### src/rtl/bus_arb_pkg.sv
// Shared types and sizes for the 4-source round-robin bus arbiter.
package bus_arb_pkg;

  localparam int NREQ  = 4;
  localparam int SEL_W = 2;

  typedef enum logic [1:0] {
    IDLE    = 2'd0,
    GRANT   = 2'd1,
    RELEASE = 2'd2
  } state_t;

  function automatic logic [NREQ-1:0] onehot(input logic [SEL_W-1:0] idx);
    return {{(NREQ-1){1'b0}}, 1'b1} << idx;
  endfunction

endpackage

### src/rtl/rr_pick4.sv
// Rotating-priority search: first set request at or above ptr, wrapping 3 -> 0.
module rr_pick4
  import bus_arb_pkg::*;
(
  input  logic [NREQ-1:0]  req,
  input  logic [SEL_W-1:0] ptr,
  output logic             any,
  output logic [SEL_W-1:0] idx
);

  logic [SEL_W-1:0] w_cand;
  logic [SEL_W-1:0] w_idx;

  // Walk from the farthest candidate back to ptr so the nearest hit wins.
  always_comb begin
    w_idx  = ptr;
    w_cand = ptr;
    for (int k = NREQ - 1; k >= 0; k--) begin
      w_cand = ptr + SEL_W'(k);
      if (req[w_cand]) w_idx = w_cand;
    end
  end

  assign any = |req;
  assign idx = w_idx;

endmodule

### src/rtl/bus_arb4.sv
// Four-source round-robin bus arbiter with hold limit and one dead cycle between owners.
//
// state   | meaning
// IDLE    | no owner; arbitrate among requests starting at ptr
// GRANT   | owner sel holds the bus; cnt counts cycles held
// RELEASE | bus dropped for one cycle; ptr advances past last owner
module bus_arb4
  import bus_arb_pkg::*;
#(
  parameter int HOLD_MAX = 16
) (
  input  logic             clk,
  input  logic             rst_n,
  input  logic [NREQ-1:0]  req,
  input  logic             done,
  output logic [NREQ-1:0]  gnt,
  output logic [SEL_W-1:0] sel,
  output logic             bus_en,
  output logic             timeout
);

  localparam int               CNT_W    = $clog2(HOLD_MAX);
  localparam logic [CNT_W-1:0] CNT_LAST = CNT_W'(HOLD_MAX - 1);

  state_t           r_state;
  logic [NREQ-1:0]  r_gnt;
  logic [SEL_W-1:0] r_sel;
  logic             r_bus_en;
  logic             r_timeout;
  logic [SEL_W-1:0] r_ptr;
  logic [CNT_W-1:0] r_cnt;

  state_t           w_state_nxt;
  logic [NREQ-1:0]  w_gnt_nxt;
  logic [SEL_W-1:0] w_sel_nxt;
  logic             w_bus_en_nxt;
  logic             w_timeout_nxt;
  logic [SEL_W-1:0] w_ptr_nxt;
  logic [CNT_W-1:0] w_cnt_nxt;

  logic             w_any;
  logic [SEL_W-1:0] w_idx;
  logic             w_req_own;
  logic             w_at_max;

  rr_pick4 u_pick (
    .req (req),
    .ptr (r_ptr),
    .any (w_any),
    .idx (w_idx)
  );

  assign w_req_own = req[r_sel];
  assign w_at_max  = (r_cnt == CNT_LAST);

  always_comb begin
    w_state_nxt   = r_state;
    w_gnt_nxt     = r_gnt;
    w_sel_nxt     = r_sel;
    w_bus_en_nxt  = r_bus_en;
    w_timeout_nxt = 1'b0;
    w_ptr_nxt     = r_ptr;
    w_cnt_nxt     = r_cnt;
    case (r_state)
      IDLE: begin
        if (w_any) begin
          w_state_nxt  = GRANT;
          w_gnt_nxt    = onehot(w_idx);
          w_sel_nxt    = w_idx;
          w_bus_en_nxt = 1'b1;
          w_cnt_nxt    = '0;
        end
      end
      GRANT: begin
        if (done || !w_req_own || w_at_max) begin
          // done wins over the hold limit, so a completing owner never flags timeout
          w_state_nxt   = RELEASE;
          w_gnt_nxt     = '0;
          w_bus_en_nxt  = 1'b0;
          w_timeout_nxt = w_at_max && !done && w_req_own;
        end else begin
          w_cnt_nxt = r_cnt + 1'b1;
        end
      end
      RELEASE: begin
        w_state_nxt = IDLE;
        w_ptr_nxt   = r_sel + 1'b1;
      end
      default: begin
        w_state_nxt  = IDLE;
        w_gnt_nxt    = '0;
        w_bus_en_nxt = 1'b0;
      end
    endcase
  end

  always_ff @(posedge clk or negedge rst_n) begin
    if (!rst_n) begin
      r_state   <= IDLE;
      r_gnt     <= '0;
      r_sel     <= '0;
      r_bus_en  <= 1'b0;
      r_timeout <= 1'b0;
      r_ptr     <= '0;
      r_cnt     <= '0;
    end else begin
      r_state   <= w_state_nxt;
      r_gnt     <= w_gnt_nxt;
      r_sel     <= w_sel_nxt;
      r_bus_en  <= w_bus_en_nxt;
      r_timeout <= w_timeout_nxt;
      r_ptr     <= w_ptr_nxt;
      r_cnt     <= w_cnt_nxt;
    end
  end

  assign gnt     = r_gnt;
  assign sel     = r_sel;
  assign bus_en  = r_bus_en;
  assign timeout = r_timeout;

endmodule

### config.mk
export PLATFORM = sky130hd
export DESIGN_NAME = bus_arb4
export DESIGN_NICKNAME = d
export VERILOG_FILES = /design/src/rtl/bus_arb_pkg.sv /design/src/rtl/rr_pick4.sv /design/src/rtl/bus_arb4.sv
export SDC_FILE = /design/constraint.sdc
export NUM_CORES = 1
export LEC_CHECK = 0
export ABC_CLOCK_PERIOD_IN_PS = 1900
export BUFFER_PORTS_ARGS = -buffer_cell sky130_fd_sc_hd__buf_2
export CORE_ASPECT_RATIO = 0.9
export CORE_UTILIZATION = 45
export CTS_CLUSTER_DIAMETER = 200
export DETAILED_ROUTE_END_ITERATION = 7
export HOLD_SLACK_MARGIN = 0.06
export PLACE_DENSITY = 0.76
export SLEW_MARGIN = 20
export SYNTH_ARGS = -nofsm -noshare
export SYNTH_HDL_FRONTEND = slang
export SYNTH_SLANG_ARGS = --single-unit
### constraint.sdc
create_clock -name clk -period 1.9 [get_ports clk]
set_clock_uncertainty 0.2 [all_clocks]
set_input_delay 0.38 -clock clk [delete_from_list [all_inputs] [get_ports clk]]
set_output_delay 0.38 -clock clk [all_outputs]
set_load 0.05 [all_outputs]
Yosys cells after proc, flatten, opt, wreduce, memory -nomap -nowiden
Index checks and enable logic that the tools add are counted.
{"block": "totals", "reg_bits": 16, "input_bits": 7}
{"block": "classes", "n_addsub": 5, "magnitude_cmp": 5, "n_eq_ne": 6, "shift": 1, "muxes": 28, "n_bitwise": 1, "n_reduce_logical": 13}
{"operator": "4-bit 2-to-1 mux", "count": 4}
{"operator": "2-bit by 3-bit < comparator with 1-bit output, second input constant", "count": 5}
{"operator": "2-bit 2-to-1 mux", "count": 6}
{"operator": "4-bit case mux with 3 select lines", "count": 1}
{"operator": "1-bit binary-select mux with 2-bit select", "count": 5}
{"operator": "1-bit 2-to-1 mux", "count": 9}
{"operator": "4-bit case mux with 2 select lines", "count": 1}
{"operator": "3-bit AND reduction", "count": 2}
{"operator": "2-bit by 1-bit adder with 2-bit output, second input constant", "count": 2}
{"operator": "2-bit adder, second input constant", "count": 2}
{"operator": "4-bit by 1-bit adder with 4-bit output, second input constant", "count": 1}
{"operator": "4-bit == test, second input constant", "count": 1}
{"operator": "2-bit != test, second input constant", "count": 2}
{"operator": "2-bit case mux with 2 select lines", "count": 1}
{"operator": "2-bit AND reduction", "count": 2}
{"operator": "4-bit OR reduction", "count": 1}
{"operator": "1-bit by 2-bit << shifter with 4-bit output, first input constant", "count": 1}
{"operator": "1-bit case mux with 3 select lines", "count": 1}
{"operator": "2-bit by 1-bit == test with 1-bit output, second input constant", "count": 1}
{"operator": "2-bit == test, second input constant", "count": 1}
{"operator": "1-bit logical AND", "count": 2}
{"operator": "1-bit zero test", "count": 2}
{"operator": "2-bit zero test", "count": 1}
{"operator": "1-bit logical OR", "count": 2}
{"operator": "other kinds (3)", "count": 3}

Longest topological paths before layout
Gate-level depths: netlist of run 1.
{"block": "depth", "word_depth": 10, "depth_mapped": 5, "ltp_nobuf": 5}

Modules after synthesis
Synthesis of run 1 repeated with hierarchy kept, for this count alone.
{"block": "unflattened", "cells_unflattened": 86, "area_unflattened_um2": 874.6}
{"mod": "bus_arb4", "instances": 1, "cells_each": 70, "area_per_inst_um2": 774.5, "seq_area_each_um2": 400.4}
{"mod": "rr_pick4", "instances": 1, "cells_each": 16, "area_per_inst_um2": 100.1, "seq_area_each_um2": 0.0}

Least setup slack after synthesis of run 1
No wires, ideal clock.
{"block": "synth_timing", "path_type": "reg-to-reg", "from": "register r_sel[0], in the netlist sel[0]", "to": "register r_gnt[2], in the netlist gnt[2]", "arrival_ps": 1632, "t_required_ps": 1578, "path_slack_ps": -54, "stages_incl_launch_ff": 6, "path_buffers": 1, "cell_sequence": "dfrtp_1 buf_2 mux2i_1 o22a_4 o22ai_2 a32o_1"}
{"block": "synth_between", "elab_chain_cells": 7}
{"item": "start: declaration", "line_no": "bus_arb4.sv:27", "rtl": "logic [SEL_W-1:0] r_sel;"}
{"item": "start signal: assignment", "line_no": "bus_arb4.sv:109", "rtl": "r_sel <= w_sel_nxt;"}
{"item": "1-bit binary-select mux with 2-bit select", "line_no": "bus_arb4.sv:53", "rtl": "assign w_req_own = req[r_sel];"}
{"item": "1-bit 2-to-1 mux (not written as such)", "line_no": "bus_arb4.sv:53"}
{"item": "1-bit zero test", "line_no": "bus_arb4.sv:75", "rtl": "if (done || !w_req_own || w_at_max) begin"}
{"item": "1-bit logical OR (2 in a row)", "line_no": "bus_arb4.sv:75"}
{"item": "2-bit != test (no line)"}
{"item": "3-bit AND reduction (no line)"}
{"item": "end signal: assignment", "line_no": "bus_arb4.sv:108", "rtl": "r_gnt <= w_gnt_nxt;"}
{"item": "end: declaration", "line_no": "bus_arb4.sv:26", "rtl": "logic [NREQ-1:0] r_gnt;"}
No other way between the ends. The select of a mux whose other input is x is not followed.
A chain may end at the register's enable or synchronous reset.

Worst setup path in the final report of run 1
{"block": "layout_timing", "from": "register r_state[1]", "to": "register r_cnt[3]"}
{"block": "layout_between", "elab_chain_cells": 3}
{"item": "start: declaration", "line_no": "bus_arb4.sv:25", "rtl": "state_t r_state;"}
{"item": "start signal: assignment", "line_no": "bus_arb4.sv:107", "rtl": "r_state <= w_state_nxt;"}
{"item": "2-bit by 1-bit == test with 1-bit output or 2-bit zero test (tied branches)", "line_no": "bus_arb4.sv:64", "rtl": "case (r_state)"}
{"item": "2-bit != test (no line), or another cell as far along"}
{"item": "3-bit AND reduction (no line)"}
{"item": "end signal: assignment", "line_no": "bus_arb4.sv:113", "rtl": "r_cnt <= w_cnt_nxt;"}
{"item": "end: declaration", "line_no": "bus_arb4.sv:31", "rtl": "logic [CNT_W-1:0] r_cnt;"}
Parallel ways exist; a longest one is shown, timed or not.

==> results of run 1 <==
[routing by layer]
metal,global-route usage,part of all wire,up-vias
met5,0,0,-
met4,0.07059,0.0064,0
met3,0.05155,0.047,3
met2,0.3500,0.48,21
met1,0.2412,0.47,359
li1,-,-,364
[layout make-up]
cell class,count,share of cell area
inverter,1,0.003529
clock buffer,4,0.03412
tap,24,0.02824
sequential,16,0.3776
timing repair buffer,20,0.1129
multi-input combinational,65,0.4435
[kinds of logic after synthesis]
group                      share of synthesized area
AOI/OAI and AO/OA                             0.2212
and+or+nand+nor                               0.2028
DFF                                           0.4507
muxes                                        0.08310
adders and majority gates                    0.01408
xor gates and xnor gates                    0.009861
buffers and inverters                        0.01830
[power by group]
group | total (mW) | internal, mW | switching [mW]
Clock | 0.223 | 0.117 | 0.106
Sequential | 0.601 | 0.463 | 0.139
Combinational | 0.876 | 0.327 | 0.549
[cell usage after synthesis]
cell and number:
sky130_fd_sc_hd__a21oi_1 2, sky130_fd_sc_hd__dfrtp_1 16, sky130_fd_sc_hd__inv_1 1, sky130_fd_sc_hd__a32o_1 2, sky130_fd_sc_hd__nand3b_1 2, sky130_fd_sc_hd__and2b_1 1
sky130_fd_sc_hd__o22ai_2 1, sky130_fd_sc_hd__nand4_1 1, sky130_fd_sc_hd__o21ai_0 6, sky130_fd_sc_hd__o21a_1 1, sky130_fd_sc_hd__nor2_1 2, sky130_fd_sc_hd__a31oi_1 1
sky130_fd_sc_hd__nor3_4 1, sky130_fd_sc_hd__nor2b_1 3, sky130_fd_sc_hd__a21o_1 1, sky130_fd_sc_hd__nand2b_1 2, sky130_fd_sc_hd__or3b_1 1, sky130_fd_sc_hd__nand2_1 6
sky130_fd_sc_hd__nor3_1 3, sky130_fd_sc_hd__a211o_1 1, sky130_fd_sc_hd__or2b_1 1, sky130_fd_sc_hd__mux4_2 1, sky130_fd_sc_hd__buf_2 1, sky130_fd_sc_hd__xnor2_1 1
sky130_fd_sc_hd__a211oi_1 1, sky130_fd_sc_hd__o21ai_1 1, sky130_fd_sc_hd__o2bb2ai_1 2, sky130_fd_sc_hd__o21ba_2 1, sky130_fd_sc_hd__mux2i_1 4, sky130_fd_sc_hd__or3_1 1
sky130_fd_sc_hd__o22ai_1 1, sky130_fd_sc_hd__buf_4 1, sky130_fd_sc_hd__nand3_1 6, sky130_fd_sc_hd__o31ai_1 3, sky130_fd_sc_hd__ha_1 1, sky130_fd_sc_hd__o21bai_1 1
sky130_fd_sc_hd__o22a_4 1, sky130_fd_sc_hd__nor4_1 1, sky130_fd_sc_hd__mux2_2 1
[registers in the layout, summed over array words and instances, names as in the netlist]
name and count:
gnt 4, bus_en 1, sel 2, r_cnt 4
r_ptr 2, r_state 2, timeout 1
[worst paths after layout]
path	endpoint
hold / removal	gnt[1]
max in group asynchronous	sel[0]
setup reg to reg	r_cnt[3]
setup / recovery	r_cnt[3]
min in group asynchronous	timeout
hold reg to reg	gnt[1]
[worst max-delay path, stage by stage (launching register included)]
cell and delay (ns):
sky130_fd_sc_hd__dfrtp_1 0.45, sky130_fd_sc_hd__or3b_1 0.44, sky130_fd_sc_hd__o22a_4 0.24, sky130_fd_sc_hd__nor3_4 0.19
sky130_fd_sc_hd__mux2i_1 0.20
[metrics by stage]
stage / cell area, µm² / std cells / utilization / hold slack [ns] / setup slack, ns
detailed placement: 1007 / 124 / 0.5750 / 0.1073 / 0.1155
floorplan: 889.6 / 84 / - / -0.1156 / 0.006203
global route: 1064 / 130 / 0.6071 / 0.3296 / 0.07023
global placement: 1007 / 124 / 0.5750 / 0.1127 / 0.1549
finish: 1064 / 130 / 0.6071 / 0.2946 / 0.09473
CTS: 1064 / 130 / 0.6071 / 0.3025 / 0.09501
==> Flow_metrics.wiki, run 1 <==
{| class="wikitable"
! Metric !! Value
|-
| Synth unique cells || 39
|-
| Hold_buf cts || 2
|-
| Tot GR Track Use || 0.1994
|-
| Fmax || 553.9 MHz
|-
| Final HPWL from detailed placement || 1430 µm
|-
| Initial antenna violation count || 0
|-
| Setup repair after global routing missed its margin || no
|-
| DRT iter0 DRCs || 16
|-
| Critical register-to-register path startpoint || r_state[1]
|-
| Total standard cell area after synthesis || 888.4 µm²
|-
| # fillers || 164
|-
| Final Critical Period || 1.805 ns
|-
| Setup crit start kind || register
|-
| Cell type contributing the most total cell area after synthesis || sky130_fd_sc_hd__dfrtp_1
|-
| I/O pins || 15
|-
| Residual DRC count || 0
|-
| Via count of the first global-routing pass || 737
|-
| Worst hold path type || reg -> reg
|-
| Maximum vdd drop || 1.115 mV
|-
| Vertical extent of the die || 44.15 µm
|-
| Register bit count reported by yosys || 16
|-
| Crit-path max FO || 7
|-
| Clock network latency to the later pin of the worst-skew pair || 0.29 ns
|-
| Count of inserted antenna diode cells || 0
|-
| Final setup violation count || 0
|-
| Maximum number of pins on one net before global-route repair || 17
|-
| Final hold violations || 0
|-
| Combined area of the multi-input logic cells || 471.7 µm²
|-
| Count of buffers inserted at the top-level ports || 14
|-
| Storage element area || 401.6 µm²
|-
| Area growth, synth to finish || 19.72%
|-
| Critical path startpoint || r_state[1]
|-
| # Max-Cap Violations || 0
|-
| Cell Rows || 14
|-
| Cell chosen for the clock root || sky130_fd_sc_hd__clkbuf_4
|-
| CP Data Required Time || 1.91 ns
|-
| Top post-synthesis cells by area || sky130_fd_sc_hd__dfrtp_1, sky130_fd_sc_hd__mux2i_1, sky130_fd_sc_hd__nand3_1
|-
| Critical path data arrival time || 1.82 ns
|-
| Final net count || 115
|-
| Outcome || finished, final reports clean
|-
| Post-CTS setup buffer count || 0
|-
| Type of the worst setup path || reg -> reg
|-
| Part of the cycle the worst path needs || 0.9501
|-
| R2R depth || 4
|-
| Sinks on Clock Net || 16
|-
| Final-layout setup total negative slack || 0 ns
|-
| Wire length after detailed routing || 1883 µm
|-
| Number of nets in the synthesized netlist || 92
|-
| Routed via count || 747
|-
| Critical Path Sink Type || register
|-
| Core area || 1752 µm²
|-
| Syn Inst Count || 84
|-
| Area share of the largest cell type after synthesis || 0.4507
|-
| Worst-margin pin slew || 0.5128 ns
|-
| Routability Congestion || 0.7397
|-
| Standby leakage power || 0.4848 nW
|-
| Post-cts resize count || 0
|-
| Number of slew-limit violations in the final report || 0
|-
| Commonest non-fill, non-tap cells in the layout || sky130_fd_sc_hd__dfrtp_1, sky130_fd_sc_hd__buf_2, sky130_fd_sc_hd__nand3_1, sky130_fd_sc_hd__nand2_1, sky130_fd_sc_hd__o21ai_0
|-
| Horizontal die dimension || 48.84 µm
|-
| Num CTS Buffers || 3
|-
| Number of iterations in the first detailed-routing pass || 4
|-
| Initial core utilization || 0.5071
|-
| Share of final-layout standard cells stronger than drive strength 1 || 0.2736
|-
| Via/cell ratio || 5.746
|-
| Antenna-violating nets left || 0
|-
| Relative slew margins || 0.6555
|-
| CTS tree || yes
|-
| Die area || 2156 µm²
|-
| Power per cell area || 1599 nW/µm²
|-
| Seq/Total Area, Yosys || 0.4507
|-
| Most common library cell in the layout ignoring fill and taps || sky130_fd_sc_hd__dfrtp_1
|-
| Total Power || 1.700 mW
|-
| H-tree depth || 1
|-
| Min-delay src || gnt[1]
|-
| Synth warnings || 0
|-
| WL per Instance || 14.48 µm
|-
| Depth of the worst hold-timing path || 1
|-
| Post-CTS clock slew at the launch and capture registers of the worst setup and hold paths || 0.09 ns
|-
| Synthesized area per cell || 10.58 µm²
|-
| Grt total ovfl || 0
|-
| Setup slack, reg-to-reg || 0.09 ns
|-
| Wire length of the first global-routing pass || 3174 µm
|-
| Maximum clock path buffer count || 2
|}
Power figures use the tool's default switching activity.
==> inputs of run 2 (changes only) <==
Settings changed: PLACE_DENSITY 0.76 to 0.66.
==> Flow_metrics.wiki, run 2 (same netlist as run 1, synthesis figures left out) <==
{| class="wikitable"
! Metric !! Value
|-
| Outcome || finished, final reports clean
|-
| Met2 layer wire length in the routed design || 740 µm (-18%)
|-
| Routability Congestion || 0.8456 (+14%)
|-
| Part of the cycle the worst path needs || 0.8941 (-0.05604)
|-
| Cell Rows || 14 (unchanged)
|-
| Standby leakage power || 0.4906 nW (+1.2%)
|-
| Maximum clock path buffer count || 2 (unchanged)
|-
| H-tree depth || 1 (unchanged)
|-
| DRT iter0 DRCs || 9 (-7)
|-
| Final net count || 116 (+0.87%)
|-
| Count of inserted antenna diode cells || 0 (unchanged)
|-
| Detailed route wirelength on metal3 || 83 µm (-6.7%)
|-
| R2R depth || 4 (unchanged)
|-
| Logic gate share of total power || 0.539 (+0.024)
|-
| Worst-margin pin slew || 0.4883 ns (-0.02454 ns)
|-
| Sum of routed wire segments on met1 || 904 µm (+2.5%)
|-
| # Max-Cap Violations || 0 (unchanged)
|-
| Core area || 1752 µm² (unchanged)
|-
| Horizontal die dimension || 48.84 µm (unchanged)
|-
| Final-layout setup total negative slack || 0 ns (unchanged)
|-
| Tot GR Track Use || 0.1868 (-0.01261)
|-
| Number of slew-limit violations in the final report || 0 (unchanged)
|-
| Area growth, synth to finish || 20.28%
|-
| CP Data Required Time || 1.91 ns (about the same)
|-
| Sequential Power Share || 0.335 (-0.019)
|-
| Critical path data arrival time || 1.71 ns (-0.11 ns)
|-
| Fmax || 588.7 MHz (+6.3%)
|-
| CTS tree || yes
|-
| Sw Share || 0.4534 (-0.01315)
|-
| Num CTS Buffers || 3 (unchanged)
|-
| Top Layer Used || met3
|-
| Most common library cell in the layout ignoring fill and taps || sky130_fd_sc_hd__dfrtp_1
|-
| Via/cell ratio || 5.534 (-3.7%)
|-
| Vertical extent of the die || 44.15 µm (unchanged)
|-
| Share of final-layout standard cells stronger than drive strength 1 || 0.2897 (+0.01613)
|-
| Commonest non-fill, non-tap cells in the layout || sky130_fd_sc_hd__dfrtp_1, sky130_fd_sc_hd__buf_2
|-
| Maximum vdd drop || 1.119 mV (+0.34%)
|-
| Total Power || 1.700 mW (about the same)
|-
| Final setup violation count || 0 (unchanged)
|-
| Type of the worst setup path || reg -> reg
|-
| I/O pins || 15 (unchanged)
|-
| Final HPWL from detailed placement || 1311 µm (-8.3%)
|-
| Depth of the worst hold-timing path || 2 (+1)
|-
| Final Util || 0.6100 (+0.002857)
|-
| Final Critical Period || 1.699 ns (-0.1065 ns)
|-
| Post-CTS clock slew at the launch and capture registers of the worst setup and hold paths || 0.09 ns (about the same)
|-
| Power per cell area || 1591 nW/µm² (-0.48%)
|-
| Die area || 2156 µm² (unchanged)
|-
| Worst setup slack after layout || 0.2012 ns (+0.1065 ns)
|-
| # fillers || 150 (-8.5%)
|-
| Number of iterations in the first detailed-routing pass || 4 (unchanged)
|-
| Clock network latency to the later pin of the worst-skew pair || 0.28 ns (about the same)
|-
| Sinks on Clock Net || 16 (unchanged)
|-
| Internal power || 0.9291 mW (+2.5%)
|-
| Relative slew margins || 0.6720 (+0.01648)
|-
| Wire length of the first global-routing pass || 2994 µm (-5.7%)
|-
| Initial core utilization || 0.5071 (unchanged)
|-
| Maximum number of pins on one net before global-route repair || 17 (unchanged)
|-
| Wire length after detailed routing || 1728 µm (-8.2%)
|-
| Pre-CTS setup slack || 0.1348 ns (+0.01926 ns)
|-
| Post-CTS setup buffer count || 0 (unchanged)
|-
| Antenna-violating nets left || 0 (unchanged)
|-
| Cell area after placement || 1022 µm² (+1.5%)
|-
| Count of buffers inserted at the top-level ports || 14 (unchanged)
|-
| Critical Path Sink Type || register
|-
| Setup repair after global routing missed its margin || no
|-
| Cell chosen for the clock root || sky130_fd_sc_hd__clkbuf_4
|-
| Final hold violations || 0 (unchanged)
|-
| Switch Pwr || 0.7708 mW (-2.8%)
|-
| Initial antenna violation count || 0 (unchanged)
|-
| Setup crit start kind || register
|-
| Routed via count || 725 (-2.9%)
|-
| Crit-path max FO || 5 (-2)
|-
| WL per Instance || 13.19 µm (-8.9%)
|-
| Worst hold path type || in -> reg
|-
| Final std cell area, no fill || 1069 µm² (+0.47%)
|-
| Residual DRC count || 0 (unchanged)
|-
| Clock network fraction of design power || 0.126 (-0.005)
|-
| Grt total ovfl || 0 (unchanged)
|-
| Via count of the first global-routing pass || 672 (-8.8%)
|}
## run 2: through the flow
step                instances  hold WS, ns
floorplan                  84      -0.1156
global placement          126       0.1051
detailed placement        126       0.1094
CTS                       131      0.06472
global route              131      0.08662
finish                    131      0.07769
## run 2: path summary, 6_finish.rpt
check,slack [ns],end,start
max reg2reg,0.20,r_cnt[3],r_state[1]
min,0.08,timeout,done
min in group asynchronous,0.33,timeout,rst_n
max in group asynchronous,0.89,sel[0],rst_n
min reg2reg,0.29,bus_en,bus_en
max,0.20,r_cnt[3],r_state[1]
## run 2: repair_timing
action / 4_1_cts / 5_1_grt
endpoints found under the hold margin: 16 / 0
hold buffers: 1 / 0
resized for setup: 0 / 0
## run 2: area by class of cell
class                           count  area (µm²)  share of cell area
Sequential cell                    16       401.6              0.3759
Clock buffer                        4       36.28             0.03396
Tap cell                           24       30.03             0.02810
Timing Repair Buffer               21       125.1              0.1171
Inverter                            1       3.754            0.003513
Multi-Input combinational cell     65       471.7              0.4415
## run 2: power groups by stage
stage,Sequential [mW],Clock [mW],Combinational [mW]
after global placement,0.571,0,0.908
final,0.569,0.215,0.916
after global routing,0.591,0.235,0.998
after CTS,0.571,0.225,0.924
after detailed placement,0.575,0,0.916
after floorplan,0.795,0,0.437
## run 2: critical path, cell delays in order, from the launching register on
cell	delay, ns
sky130_fd_sc_hd__dfrtp_1	0.38
sky130_fd_sc_hd__or3b_1	0.43
sky130_fd_sc_hd__o22a_4	0.24
sky130_fd_sc_hd__nor3_4	0.18
sky130_fd_sc_hd__mux2i_1	0.20
## run 2: routing by layer
metal,GRT usage,up-vias
li1,-,368
met1,0.2489,337
met2,0.3111,20
met3,0.05155,0
met4,0.03529,0
met5,0,-
==> inputs of run 3 (changes only) <==
Settings changed: ABC_CLOCK_PERIOD_IN_PS 1900 to 1800.
Clock period 1.9 ns to 1.8 ns, I/O delays scaled along.
==> Flow_metrics.wiki, run 3 (same netlist as run 1, synthesis figures left out) <==
{| class="wikitable"
! Metric !! Value
|-
| Outcome || finished, final reports clean
|-
| Total Power || 1.786 mW (+5.1%)
|-
| Critical path data arrival time || 1.76 ns (+0.05 ns)
|-
| WL per Instance || 13.76 µm (+4.3%)
|-
| Sequential Power Share || 0.347 (+0.012)
|-
| Maximum number of pins on one net before global-route repair || 17 (unchanged)
|-
| Power per cell area || 1641 nW/µm² (+3.1%)
|-
| Area growth, synth to finish || 22.53%
|-
| Cell area after placement || 1039 µm² (+1.6%)
|-
| Met2 Resource Use GR || 0.3028 (-0.008333)
|-
| Post-CTS clock slew at the launch and capture registers of the worst setup and hold paths || 0.09 ns (about the same)
|-
| Final net count || 119 (+2.6%)
|-
| Post-CTS setup buffer count || 0 (unchanged)
|-
| Combined area of the multi-input logic cells || 479.2 µm² (+1.6%)
|-
| Critical Path Sink Type || register
|-
| Final Critical Period || 1.742 ns (+0.04335 ns)
|-
| Number of slew-limit violations in the final report || 0 (unchanged)
|-
| Worst-margin pin slew || 0.5743 ns (+0.08606 ns)
|-
| Horizontal die dimension || 48.84 µm (unchanged)
|-
| Wire length of the first global-routing pass || 3015 µm (+0.70%)
|-
| Initial antenna violation count || 0 (unchanged)
|-
| Residual DRC count || 0 (unchanged)
|-
| Fmax || 574.0 MHz (-2.5%)
|-
| Commonest non-fill, non-tap cells in the layout || sky130_fd_sc_hd__dfrtp_1, sky130_fd_sc_hd__buf_2, sky130_fd_sc_hd__buf_4
|-
| Maximum clock path buffer count || 2 (unchanged)
|-
| Maximum vdd drop || 1.104 mV (-1.3%)
|-
| Sw Share || 0.4662 (+0.01272)
|-
| Part of the cycle the worst path needs || 0.9679 (+0.07376)
|-
| Cell Rows || 14 (unchanged)
|-
| # fillers || 165 (+10%)
|-
| Via/cell ratio || 5.767 (+4.2%)
|-
| Storage element area || 402.9 µm² (+0.31%)
|-
| I/O pins || 15 (unchanged)
|-
| # Max-Cap Violations || 0 (unchanged)
|-
| Die area || 2156 µm² (unchanged)
|-
| Final std cell area, no fill || 1089 µm² (+1.9%)
|-
| Vertical extent of the die || 44.15 µm (unchanged)
|-
| Type of the worst setup path || reg -> reg
|-
| CP Data Required Time || 1.82 ns (-0.09 ns)
|-
| GRT met3 Usage || 0.06186 (+0.01031)
|-
| Cell chosen for the clock root || sky130_fd_sc_hd__clkbuf_4
|-
| Sinks on Clock Net || 16 (unchanged)
|-
| Final HPWL from detailed placement || 1409 µm (+7.4%)
|-
| Antenna-violating nets left || 0 (unchanged)
|-
| Worst hold path type || reg -> reg
|-
| Standby leakage power || 0.4986 nW (+1.6%)
|-
| Core area || 1752 µm² (unchanged)
|-
| Logic gate share of total power || 0.550 (+0.011)
|-
| H-tree depth || 1 (unchanged)
|-
| DRT iter0 DRCs || 14 (+5)
|-
| Wire length after detailed routing || 1830 µm (+5.9%)
|-
| Relative slew margins || 0.6142 (-0.05782)
|-
| Final hold violations || 0 (unchanged)
|-
| Count of inserted antenna diode cells || 0 (unchanged)
|-
| Count of buffers inserted at the top-level ports || 14 (unchanged)
|-
| Highest-utilization routing layer at the global route stage || met2
|-
| Fin Hold WS || 0.2880 ns (+0.2104 ns)
|-
| Initial core utilization || 0.5071 (unchanged)
|-
| Setup crit start kind || register
|-
| Routed via count || 767 (+5.8%)
|-
| Switch Pwr || 0.8326 mW (+8.0%)
|-
| Routability Congestion || 0.8125 (-3.9%)
|-
| Final setup violation count || 0 (unchanged)
|-
| Number of iterations in the first detailed-routing pass || 4 (unchanged)
|-
| Share of final-layout standard cells stronger than drive strength 1 || 0.3211 (+0.03138)
|-
| Setup repair after global routing missed its margin || yes
|-
| Clock network latency to the later pin of the worst-skew pair || 0.28 ns (about the same)
|-
| Final Util || 0.6214 (+0.01143)
|-
| Met1 Usage GRT || 0.2588 (+0.009951)
|-
| Num CTS Buffers || 3 (unchanged)
|-
| Internal power || 0.9535 mW (+2.6%)
|-
| CTS tree || yes
|-
| Tot GR Track Use || 0.1901 (+0.003326)
|-
| Crit-path max FO || 5 (unchanged)
|-
| Clock network fraction of design power || 0.102 (-0.024)
|-
| Via count of the first global-routing pass || 683 (+1.6%)
|-
| Grt total ovfl || 0 (unchanged)
|}
## run 3: cell count changes in the layout (fill, tap and decap cells not counted), sizes merged
| cell | change |
|---|---|
| clkbuf | -1 |
| buf | +2 |
| dlygate4sd3 | +1 |
## run 3: final timing paths
check	start	slack, ns	end	depth (start not counted)
setup / recovery	r_state[1]	0.06	gnt[3]	4
hold / removal	bus_en	0.29	bus_en	1
setup reg to reg	r_state[1]	0.06	gnt[3]	4
hold reg to reg	bus_en	0.29	bus_en	1
max in group asynchronous	rst_n	0.82	sel[1]	2
min in group asynchronous	rst_n	0.30	r_state[1]	2
## run 3: per-layer routing
metal  up-vias  wire [µm]
met5         -          0
met4         0          0
met3         0         88
met2        17        816
met1       380        925
li1        370          -
## run 3: layout make-up
| cell class | instances | share of cell area |
|---|---|---|
| clock buffers | 3 | 0.02069 |
| multi-input cells | 65 | 0.4402 |
| repair buffers | 24 | 0.1379 |
| inverters | 1 | 0.003448 |
| well taps | 24 | 0.02759 |
| flip-flops and latches | 16 | 0.3701 |
## run 3: worst max-delay path, cell delays in order (launching register included)
cell and delay (ns):
sky130_fd_sc_hd__dfrtp_1 0.44, sky130_fd_sc_hd__or3b_4 0.42, sky130_fd_sc_hd__o22a_4 0.23, sky130_fd_sc_hd__o22ai_2 0.21
sky130_fd_sc_hd__a32o_1 0.17
## run 3: power groups by stage
stage               clock [mW]  combinational, mW  sequential [mW]
floorplan                    0              0.467            0.843
finish                   0.183              0.983            0.620
global route             0.200               1.06            0.642
global placement             0              0.957            0.617
detailed placement           0              0.967            0.622
CTS                      0.187              0.971            0.618
## run 3: per-stage QoR
stage | setup slack (ns) | TNS (ns) | cells
after floorplan | 0.01622 | 0 | 84
after global placement | 0.02723 | 0 | 128
final | 0.05785 | 0 | 133
after global routing | -0.01296 | -0.01296 | 133
after detailed placement | 0.008038 | 0 | 128
after CTS | 0.02639 | 0 | 133
## run 3: timing repair
action,CTS,global route
hold buffers,2,0
endpoints found under the setup margin,0,6
gates resized for setup,0,2
endpoints found under the hold margin,17,0
